**src/rtl/vga_sync_gen_pkg.sv**
```systemverilog
// Shared VGA timing constants and types for the sync generator and its consumers.
// Default values describe 640x480 at 60 Hz with a 25.175 MHz pixel clock.
package vga_sync_gen_pkg;

  localparam int CNT_W     = 10;
  localparam int CNT_LIMIT = 1 << CNT_W;

  localparam int DEF_H_VIS  = 640;
  localparam int DEF_H_FP   = 16;
  localparam int DEF_H_SYNC = 96;
  localparam int DEF_H_BP   = 48;
  localparam int DEF_V_VIS  = 480;
  localparam int DEF_V_FP   = 10;
  localparam int DEF_V_SYNC = 2;
  localparam int DEF_V_BP   = 33;
  localparam int DEF_H_TOT  = DEF_H_VIS + DEF_H_FP + DEF_H_SYNC + DEF_H_BP;
  localparam int DEF_V_TOT  = DEF_V_VIS + DEF_V_FP + DEF_V_SYNC + DEF_V_BP;

  typedef struct packed {
    logic hsync;
    logic vsync;
    logic nvis;
  } sync_bus_t;

  function automatic logic [CNT_W-1:0] cnt_next(input logic [CNT_W-1:0] cnt,
                                                input logic wrap);
    return wrap ? '0 : cnt + CNT_W'(1);
  endfunction

endpackage

```
**src/rtl/vga_sync_gen_delay_line.sv**
```systemverilog
// Fixed-depth shift register; every stage loads RESET_VAL on a synchronous active-low reset.
module vga_delay_line #(
  parameter int               WIDTH     = 1,
  parameter int               DEPTH     = 1,
  parameter logic [WIDTH-1:0] RESET_VAL = '0
) (
  input  logic             clk,
  input  logic             rst_n,
  input  logic [WIDTH-1:0] din,
  output logic [WIDTH-1:0] dout
);

  generate
    if (DEPTH < 1) begin : g_bad_depth
      $error("vga_delay_line: DEPTH must be at least 1");
    end
  endgenerate

  logic [WIDTH-1:0] stage_q [DEPTH];
  logic [WIDTH-1:0] stage_d [DEPTH];

  always_comb begin
    stage_d[0] = din;
    for (int i = 1; i < DEPTH; i++) begin
      stage_d[i] = stage_q[i-1];
    end
  end

  always_ff @(posedge clk) begin
    if (!rst_n) begin
      for (int i = 0; i < DEPTH; i++) begin
        stage_q[i] <= RESET_VAL;
      end
    end else begin
      for (int i = 0; i < DEPTH; i++) begin
        stage_q[i] <= stage_d[i];
      end
    end
  end

  assign dout = stage_q[DEPTH-1];

endmodule

```
**src/rtl/vga_sync_gen.sv**
```systemverilog
// VGA timing generator: undelayed pixel coordinates and strobes for address generation,
// plus sync/visibility delayed by PIPE_DELAY clocks to match the pixel fetch latency.
module vga_sync_gen
  import vga_sync_gen_pkg::*;
#(
  parameter int H_VIS        = DEF_H_VIS,
  parameter int H_FP         = DEF_H_FP,
  parameter int H_SYNC       = DEF_H_SYNC,
  parameter int H_BP         = DEF_H_BP,
  parameter int V_VIS        = DEF_V_VIS,
  parameter int V_FP         = DEF_V_FP,
  parameter int V_SYNC       = DEF_V_SYNC,
  parameter int V_BP         = DEF_V_BP,
  parameter int SYNC_ACTIVE  = 0,
  parameter int PIPE_DELAY   = 2,
  parameter int BLINK_FRAMES = 16
) (
  input  logic             clk,
  input  logic             nRst,
  output logic [CNT_W-1:0] hCount,
  output logic [CNT_W-1:0] vCount,
  output logic             visRaw,
  output logic             lineStart,
  output logic             frameStart,
  output logic             blink,
  output logic             hSync,
  output logic             vSync,
  output logic             nVis
);

  localparam int H_TOT   = H_VIS + H_FP + H_SYNC + H_BP;
  localparam int V_TOT   = V_VIS + V_FP + V_SYNC + V_BP;
  localparam int BLINK_W = (BLINK_FRAMES > 16) ? $clog2(BLINK_FRAMES) : 4;

  generate
    if (H_TOT > CNT_LIMIT || V_TOT > CNT_LIMIT) begin : g_bad_tot
      $error("vga_sync_gen: H_TOT and V_TOT must not exceed 1024");
    end
    if (PIPE_DELAY < 1 || PIPE_DELAY > 8) begin : g_bad_pipe
      $error("vga_sync_gen: PIPE_DELAY must be within 1..8");
    end
    if (BLINK_FRAMES < 1) begin : g_bad_blink
      $error("vga_sync_gen: BLINK_FRAMES must be at least 1");
    end
  endgenerate

  localparam logic [CNT_W-1:0]   H_LAST     = CNT_W'(H_TOT - 1);
  localparam logic [CNT_W-1:0]   V_LAST     = CNT_W'(V_TOT - 1);
  localparam logic [CNT_W-1:0]   H_VIS_C    = CNT_W'(H_VIS);
  localparam logic [CNT_W-1:0]   V_VIS_C    = CNT_W'(V_VIS);
  localparam logic [CNT_W-1:0]   HS_FIRST   = CNT_W'(H_VIS + H_FP);
  localparam logic [CNT_W-1:0]   HS_LAST    = CNT_W'(H_VIS + H_FP + H_SYNC - 1);
  localparam logic [CNT_W-1:0]   VS_FIRST   = CNT_W'(V_VIS + V_FP);
  localparam logic [CNT_W-1:0]   VS_LAST    = CNT_W'(V_VIS + V_FP + V_SYNC - 1);
  localparam logic [BLINK_W-1:0] BLINK_LAST = BLINK_W'(BLINK_FRAMES - 1);
  localparam logic               SYNC_ON    = (SYNC_ACTIVE != 0);
  localparam sync_bus_t          SYNC_IDLE  = '{hsync: ~SYNC_ON, vsync: ~SYNC_ON, nvis: 1'b1};

  logic [CNT_W-1:0]   h_cnt_q, h_cnt_d;
  logic [CNT_W-1:0]   v_cnt_q, v_cnt_d;
  logic [BLINK_W-1:0] blink_cnt_q, blink_cnt_d;
  logic               blink_q, blink_d;
  logic               h_wrap, v_wrap, frame_wrap;
  logic               vis_raw, hs_active, vs_active;
  sync_bus_t          sync_raw, sync_dly;

  always_comb begin
    h_wrap      = (h_cnt_q == H_LAST);
    v_wrap      = (v_cnt_q == V_LAST);
    frame_wrap  = h_wrap && v_wrap;
    h_cnt_d     = cnt_next(h_cnt_q, h_wrap);
    v_cnt_d     = h_wrap ? cnt_next(v_cnt_q, v_wrap) : v_cnt_q;
    blink_cnt_d = blink_cnt_q;
    blink_d     = blink_q;
    // Blink phase advances only on complete frames, so a mid-frame reset never counts.
    if (frame_wrap) begin
      if (blink_cnt_q == BLINK_LAST) begin
        blink_cnt_d = '0;
        blink_d     = ~blink_q;
      end else begin
        blink_cnt_d = blink_cnt_q + BLINK_W'(1);
      end
    end
  end

  always_ff @(posedge clk) begin
    if (!nRst) begin
      h_cnt_q     <= '0;
      v_cnt_q     <= '0;
      blink_cnt_q <= '0;
      blink_q     <= 1'b0;
    end else begin
      h_cnt_q     <= h_cnt_d;
      v_cnt_q     <= v_cnt_d;
      blink_cnt_q <= blink_cnt_d;
      blink_q     <= blink_d;
    end
  end

  always_comb begin
    vis_raw        = (h_cnt_q < H_VIS_C) && (v_cnt_q < V_VIS_C);
    hs_active      = (h_cnt_q >= HS_FIRST) && (h_cnt_q <= HS_LAST);
    vs_active      = (v_cnt_q >= VS_FIRST) && (v_cnt_q <= VS_LAST);
    sync_raw.hsync = hs_active ? SYNC_ON : ~SYNC_ON;
    sync_raw.vsync = vs_active ? SYNC_ON : ~SYNC_ON;
    sync_raw.nvis  = ~vis_raw;
  end

  vga_delay_line #(
    .WIDTH     ($bits(sync_bus_t)),
    .DEPTH     (PIPE_DELAY),
    .RESET_VAL (SYNC_IDLE)
  ) u_sync_dly (
    .clk   (clk),
    .rst_n (nRst),
    .din   (sync_raw),
    .dout  (sync_dly)
  );

  assign hCount     = h_cnt_q;
  assign vCount     = v_cnt_q;
  assign visRaw     = vis_raw;
  assign lineStart  = (h_cnt_q == '0);
  assign frameStart = (h_cnt_q == '0) && (v_cnt_q == '0);
  assign blink      = blink_q;
  assign hSync      = sync_dly.hsync;
  assign vSync      = sync_dly.vsync;
  assign nVis       = sync_dly.nvis;

endmodule

```
**config.mk**
```make
export PLATFORM = sky130hd
export DESIGN_NAME = vga_sync_gen
export DESIGN_NICKNAME = d
export VERILOG_FILES = /design/src/rtl/vga_sync_gen_pkg.sv /design/src/rtl/vga_sync_gen_delay_line.sv /design/src/rtl/vga_sync_gen.sv
export SDC_FILE = /design/constraint.sdc
export NUM_CORES = 1
export LEC_CHECK = 0
export BUFFER_PORTS_ARGS = -buffer_cell sky130_fd_sc_hd__buf_4
export CAP_MARGIN = 0
export CORE_AREA = 5 5 70 72
export DETAILED_ROUTE_END_ITERATION = 10
export DIE_AREA = 0 0 75 77
export GPL_ROUTABILITY_DRIVEN = 0
export PLACE_DENSITY = 0.54
export SYNTH_ARGS = -nofsm -noshare
export SYNTH_HDL_FRONTEND = slang
export SYNTH_SLANG_ARGS = --single-unit
```
**constraint.sdc**
```tcl
create_clock -name clk -period 2.8 [get_ports clk]
set_clock_uncertainty 0.1 [all_clocks]
set_input_delay 0.28 -clock clk [delete_from_list [all_inputs] [get_ports clk]]
set_output_delay 0.28 -clock clk [all_outputs]
set_load 0.005 [all_outputs]
```
# Word level (Yosys, flattened, before mapping)
# Memory sizes are Yosys's and may differ from the RTL's.
# Cells that the tools add are included.
# totals
input_bits	2
mem_bits_ro	0
latchBits	0
word_cells	39
output_inout_bits	27
mem_count	1
mem_bits_rw	6
reg_bits	25
# mem_list
memory	depth	word_bits	read_ports	rd_ports_with_merged_regs	write_ports	line_no	rtl
u_sync_dly.stage_q	2	3	2	0	2	vga_sync_gen_delay_line.sv:19	logic [WIDTH-1:0] stage_q [DEPTH];
# classes
eq_ne	3
multipliers	0
shifts	0
div_mod_pow	0
muxes	8
n_addsub	3
n_reduce_logical	9
bitwise_logic	5
order_cmp	6
# op_table
op	n
adder 10 x 1 -> 10 bit, second input constant	2
equality test 10 bit, second input constant	2
zero test 10 bit	2
greater-or-equal comparator 10 bit, second input constant	1
greater-or-equal comparator 10 x 9 -> 1 bit, second input constant	1
less-or-equal comparator 10 bit, second input constant	1
less-or-equal comparator 10 x 9 -> 1 bit, second input constant	1
less-than comparator 10 bit, second input constant	1
less-than comparator 10 x 9 -> 1 bit, second input constant	1
2-to-1 mux 10 bit	1
2-to-1 mux 3 bit	2
logical AND 1 bit	5
adder 4 x 1 -> 4 bit, second input constant	1
equality test 4 bit, second input constant	1
2-to-1 mux 1 bit	4
2-to-1 mux 4 bit	1
NOT 1 bit	3
bitwise OR 1 bit	2
AND reduction 2 bit	1
OR reduction 2 bit	1

# Longest topological paths before layout
# logic_depth
depth_word	4
mapped_depth	6
depth_no_buf	6

# Modules after synthesis
# Synthesis repeated with hierarchy kept, for this count alone.
# unflattened
cells_unflattened	166
area_unflattened_um2	1498.9
# by_module_without_submodules
module	seq_area_each_um2	instances	cells_each	area_per_inst_um2
vga_sync_gen	500.5	1	154	1341.3
vga_delay_line	120.1	1	12	157.7

# Worst setup path after synthesis
# OpenSTA, ideal clock, no wires.
# synth_path
path_type	register to register
startpoint	reg h_cnt_q[0], in the netlist hCount[0]
endpoint	reg v_cnt_q[8], in the netlist vCount[8]
t_arrival_ns	1.994
setup_time_ns	0.071
period_less_slack_ns	2.164
path_slack_ns	0.636
required_time_ns	2.629
path_buffers	1
path_stages_with_launch	7
cell_sequence	dfxtp_1 > ha_1 > nand3_1 > or4_1 > buf_2 > or4_1 > a21oi_1
# synth_via
elab_chain_cells	1
# synth_lines
item	line_no	rtl
start: declaration	vga_sync_gen.sv:59	logic [CNT_W-1:0] h_cnt_q, h_cnt_d;
start signal: assignment	vga_sync_gen.sv:93	h_cnt_q <= h_cnt_d;
equality test 10 bit	vga_sync_gen.sv:68	h_wrap = (h_cnt_q == H_LAST);
end signal: assignment	vga_sync_gen.sv:94	v_cnt_q <= v_cnt_d;
end: declaration	vga_sync_gen.sv:60	logic [CNT_W-1:0] v_cnt_q, v_cnt_d;
# Every way passes these cells.
# A chain may end at the register's enable or synchronous reset.

# Worst setup path in the final report
# layout_path
startpoint	reg h_cnt_q[4], in the netlist hCount[4]
endpoint	out frameStart
# layout_via
elab_chain_cells	2
# layout_lines
item	line_no	rtl
zero test 10 bit	vga_sync_gen.sv:124	assign frameStart = (h_cnt_q == '0) && (v_cnt_q == '0);
logical AND 1 bit	vga_sync_gen.sv:124	
end: declaration	vga_sync_gen.sv:24	output logic frameStart,
# Every way passes these cells.

==> impl_results.md <==
- Share of cells above drive strength 1: 21.54%
- Max transition margin: 38.28%
- Final period util: 87.47%
- Dpl hpwl: 2.475 mm
- Synth Warn #: 0
- Final Util: 42.35%
- Num CTS Buffers: 5
- Seq/Total Area, Yosys: 43.24%
- Most frequent cells in the layout: dfxtp_1, buf_4, nor2_1
- RSZ-0062 raised after global routing: false
- Layout area overhead: 24.93%
- First-pass GRT wire length: 5.595 mm
- Syn Inst Count: 166
- Final setup fails: 0
- Final Critical Period: 2.449 ns
- Pwr/cell area: 527.0 mW/mm2
- Post-cts hold buffer count: 0
- Avg Vias per Cell: 5.178
- Die footprint: 0.005775 mm2
- Chip width: 75 um
- CTS tree: built
- DRC violations left: 0
- Starting Density: 33.89%
- Setup TNS: 0 ns
- Fillcell total: 430
- Htree depth: 2
- VDD IR max: 0.3496 mV
- Crit path max fanout: 9
- # Post-CTS Setup Buffers: 0
- Pin count of the biggest net entering global routing: 11
- Post-cts sizing count: 0
- Vias in the first global route: 1,218
- # clock sinks: 31
- Cell area after synthesis: 0.001435 mm2
- Worst-Margin Slew: 0.9173 ns
- I/O Buffers: 28
- # rows: 24
- Yosys reg bits: 31
- Crit start category: register
- Total Wirelength: 3.367 mm
- Fin. Hold Viols: 0
- Worst Path Class, Setup: register to output port
- Crit path arrival time: 2.07 ns
- Area occupied by multi-input gates: 753.2 um2
- LEAKAGE: 0.6998 nW
- Root Driver: clkbuf_8
- Clk_lat worst skew: 0.28 ns
- WL/cell: 13.63 um
- Most common cell after layout, fill and taps aside: dfxtp_1
- Clock transition at path regs: 0.06 ns
- Synth Net Count: 173
- Final ANT Viol Nets: 0
- Buf+Inv Stages, Crit Path: 1
- Fin nets: 201
- Post-Syn Area per Cell: 8.645 um2
- Antenna Cells: 0
- CP max stage cell: or4_1
- Fin. max-slew vios: 0
- Worst hold path class: input port to register
- Initial antenna violation count: 0
- Number of DRC markers in iteration 0: 78
- Pre-Repair DR Iteration Count: 4
- Required time worst endpoint: 2.42 ns
- Register area: 620.6 um2
- Via count: 1,279
- CP peak stage delay: 0.54 ns
- # Max-Cap Violations: 0
- Die H: 77 um
- Clock tree buffer depth: 2
- Highest clock rate: 0.4083 GHz
- Distinct cells, synth: 36
- Grt total ovfl: 0
- Cell breakdown of the critical path: or4_1 > nor3_1 > nor4bb_1 > buf_4
- GRT Overall Usage: 12.35%
- Status: completed
- Core ar.: 0.004234 mm2
- Crit end category: output port
- CP delay by family, top: simple AND/OR/NAND/NOR gates
- Top Ports: 29
==> worst reg2reg max path: cells and delay by family, from the launching register on <==
kind                       cells  cell delay, ns
adders and majority gates      1            0.23
DFF                            1            0.42
AOI/OAI and AO/OA              1            0.15
and+or+nand+nor                3            1.39
==> flip-flops by register name (all words and copies together), names as in the netlist <==
signal,flops
blink,1
blink_cnt_q,4
hCount,10
u_sync_dly.stage_q,6
vCount,10
==> synthesized netlist by cell type <==
| master | number | share of area [%] |
|---|---|---|
| dfxtp_1 | 31 | 43 |
| nor2_1 | 17 | 4.4 |
| a21oi_1 | 13 | 4.5 |
| nand2_1 | 12 | 3.1 |
| nand3_1 | 9 | 3.1 |
| or4_1 | 7 | 3.7 |
| inv_1 | 6 | 1.6 |
| nand4_1 | 6 | 2.6 |
| o21ai_0 | 6 | 2.1 |
| xor2_1 | 6 | 3.7 |
| clkbuf_1 | 5 | 1.3 |
| ha_1 | 5 | 4.4 |
| o31ai_1 | 5 | 2.6 |
| nand2b_1 | 4 | 1.7 |
| xnor2_1 | 4 | 2.4 |
| and3_1 | 3 | 1.3 |
| nand4b_1 | 3 | 1.8 |
| nor4_1 | 3 | 1.3 |
| or3_2 | 3 | 1.6 |
| or3_1 | 2 | 0.87 |
| a31o_2 | 1 | 0.61 |
| and2_1 | 1 | 0.44 |
| and3_2 | 1 | 0.52 |
| and4_1 | 1 | 0.61 |
| buf_2 | 1 | 0.35 |
| buf_6 | 1 | 0.78 |
| clkinv_1 | 1 | 0.26 |
| mux2i_1 | 1 | 0.70 |
| nand3b_1 | 1 | 0.52 |
| nor2b_1 | 1 | 0.44 |
| nor3_1 | 1 | 0.35 |
| nor4b_1 | 1 | 0.61 |
| nor4bb_1 | 1 | 0.70 |
| o21ai_2 | 1 | 0.61 |
| o41ai_1 | 1 | 0.61 |
| or2_1 | 1 | 0.44 |
==> power breakdown <==
part,internal (mW),leakage (nW),switching [mW]
clock,0.288,0.0612,0.167
combinational,0.0187,0.387,0.0196
sequential,0.446,0.251,0.00562
==> layout make-up <==
cell class,count,area share [%]
Clock inverter,2,1.954
Sequential cell,31,34.61
Multi-Input combinational cell,121,42.01
Timing Repair Buffer,28,11.72
Inverter,7,1.465
Clock buffer,6,4.606
Tap cell,52,3.629
==> path summary, 6_finish.rpt <==
check / endpoint / start / cells past startpoint / slack, ns
worst max register to register: vCount[8]$_SDFFE_PN0N_ / hCount[0]$_SDFF_PP0_ / 5 / 0.44
worst min register to register: u_sync_dly.stage_q[0][5]$_SDFF_PN1_ / u_sync_dly.stage_q[0][2]$_SDFF_PN1_ / 1 / 0.31
worst min-delay path: u_sync_dly.stage_q[0][0]$_SDFF_PN1_ / nRst / 2 / 0.15
worst max-delay path: frameStart / hCount[4]$_SDFF_PP0_ / 4 / 0.35
==> through the flow <==
step / hold slack (ns) / instance area [um2] / power (mW) / instances / setup slack, ns
6_report: 0.1463 / 1793 / 0.9449 / 247 / 0.3508
5_1_grt: 0.1525 / 1793 / 0.9705 / 247 / 0.1905
4_1_cts: 0.1470 / 1793 / 0.9513 / 247 / 0.3292
3_5_place_dp: 0.2956 / 1675 / 0.5007 / 239 / 0.4765
3_3_place_gp: 0.2899 / 1675 / 0.4993 / 239 / 0.5495
2_1_floorplan: 0.2863 / 1435 / 0.4791 / 166 / 0.6357
==> logic make-up after synthesis <==
family,after synthesis,share of synthesized area [%]
buffers and inverters,14,4.271
XOR/XNOR,10,6.103
multiplexers,1,0.6975
AND/OR/NAND/NOR,78,30.25
flip-flops,31,43.24
adder cells (fa/ha/maj),5,4.359
AO/OA/AOI/OAI,27,11.07
==> metal layers <==
| layer | routed length [um] | up-vias | GRT usage (%) | share of wire [%] |
|---|---|---|---|---|
| li1 | - | 656 | - | - |
| met1 | 1528 | 588 | 16.20 | 45 |
| met2 | 1601 | 29 | 18.12 | 48 |
| met3 | 176 | 6 | 4.314 | 5.2 |
| met4 | 61 | 0 | 5.160 | 1.8 |
| met5 | 0 | - | 0 | 0 |
(Power assumes the default switching activity.)
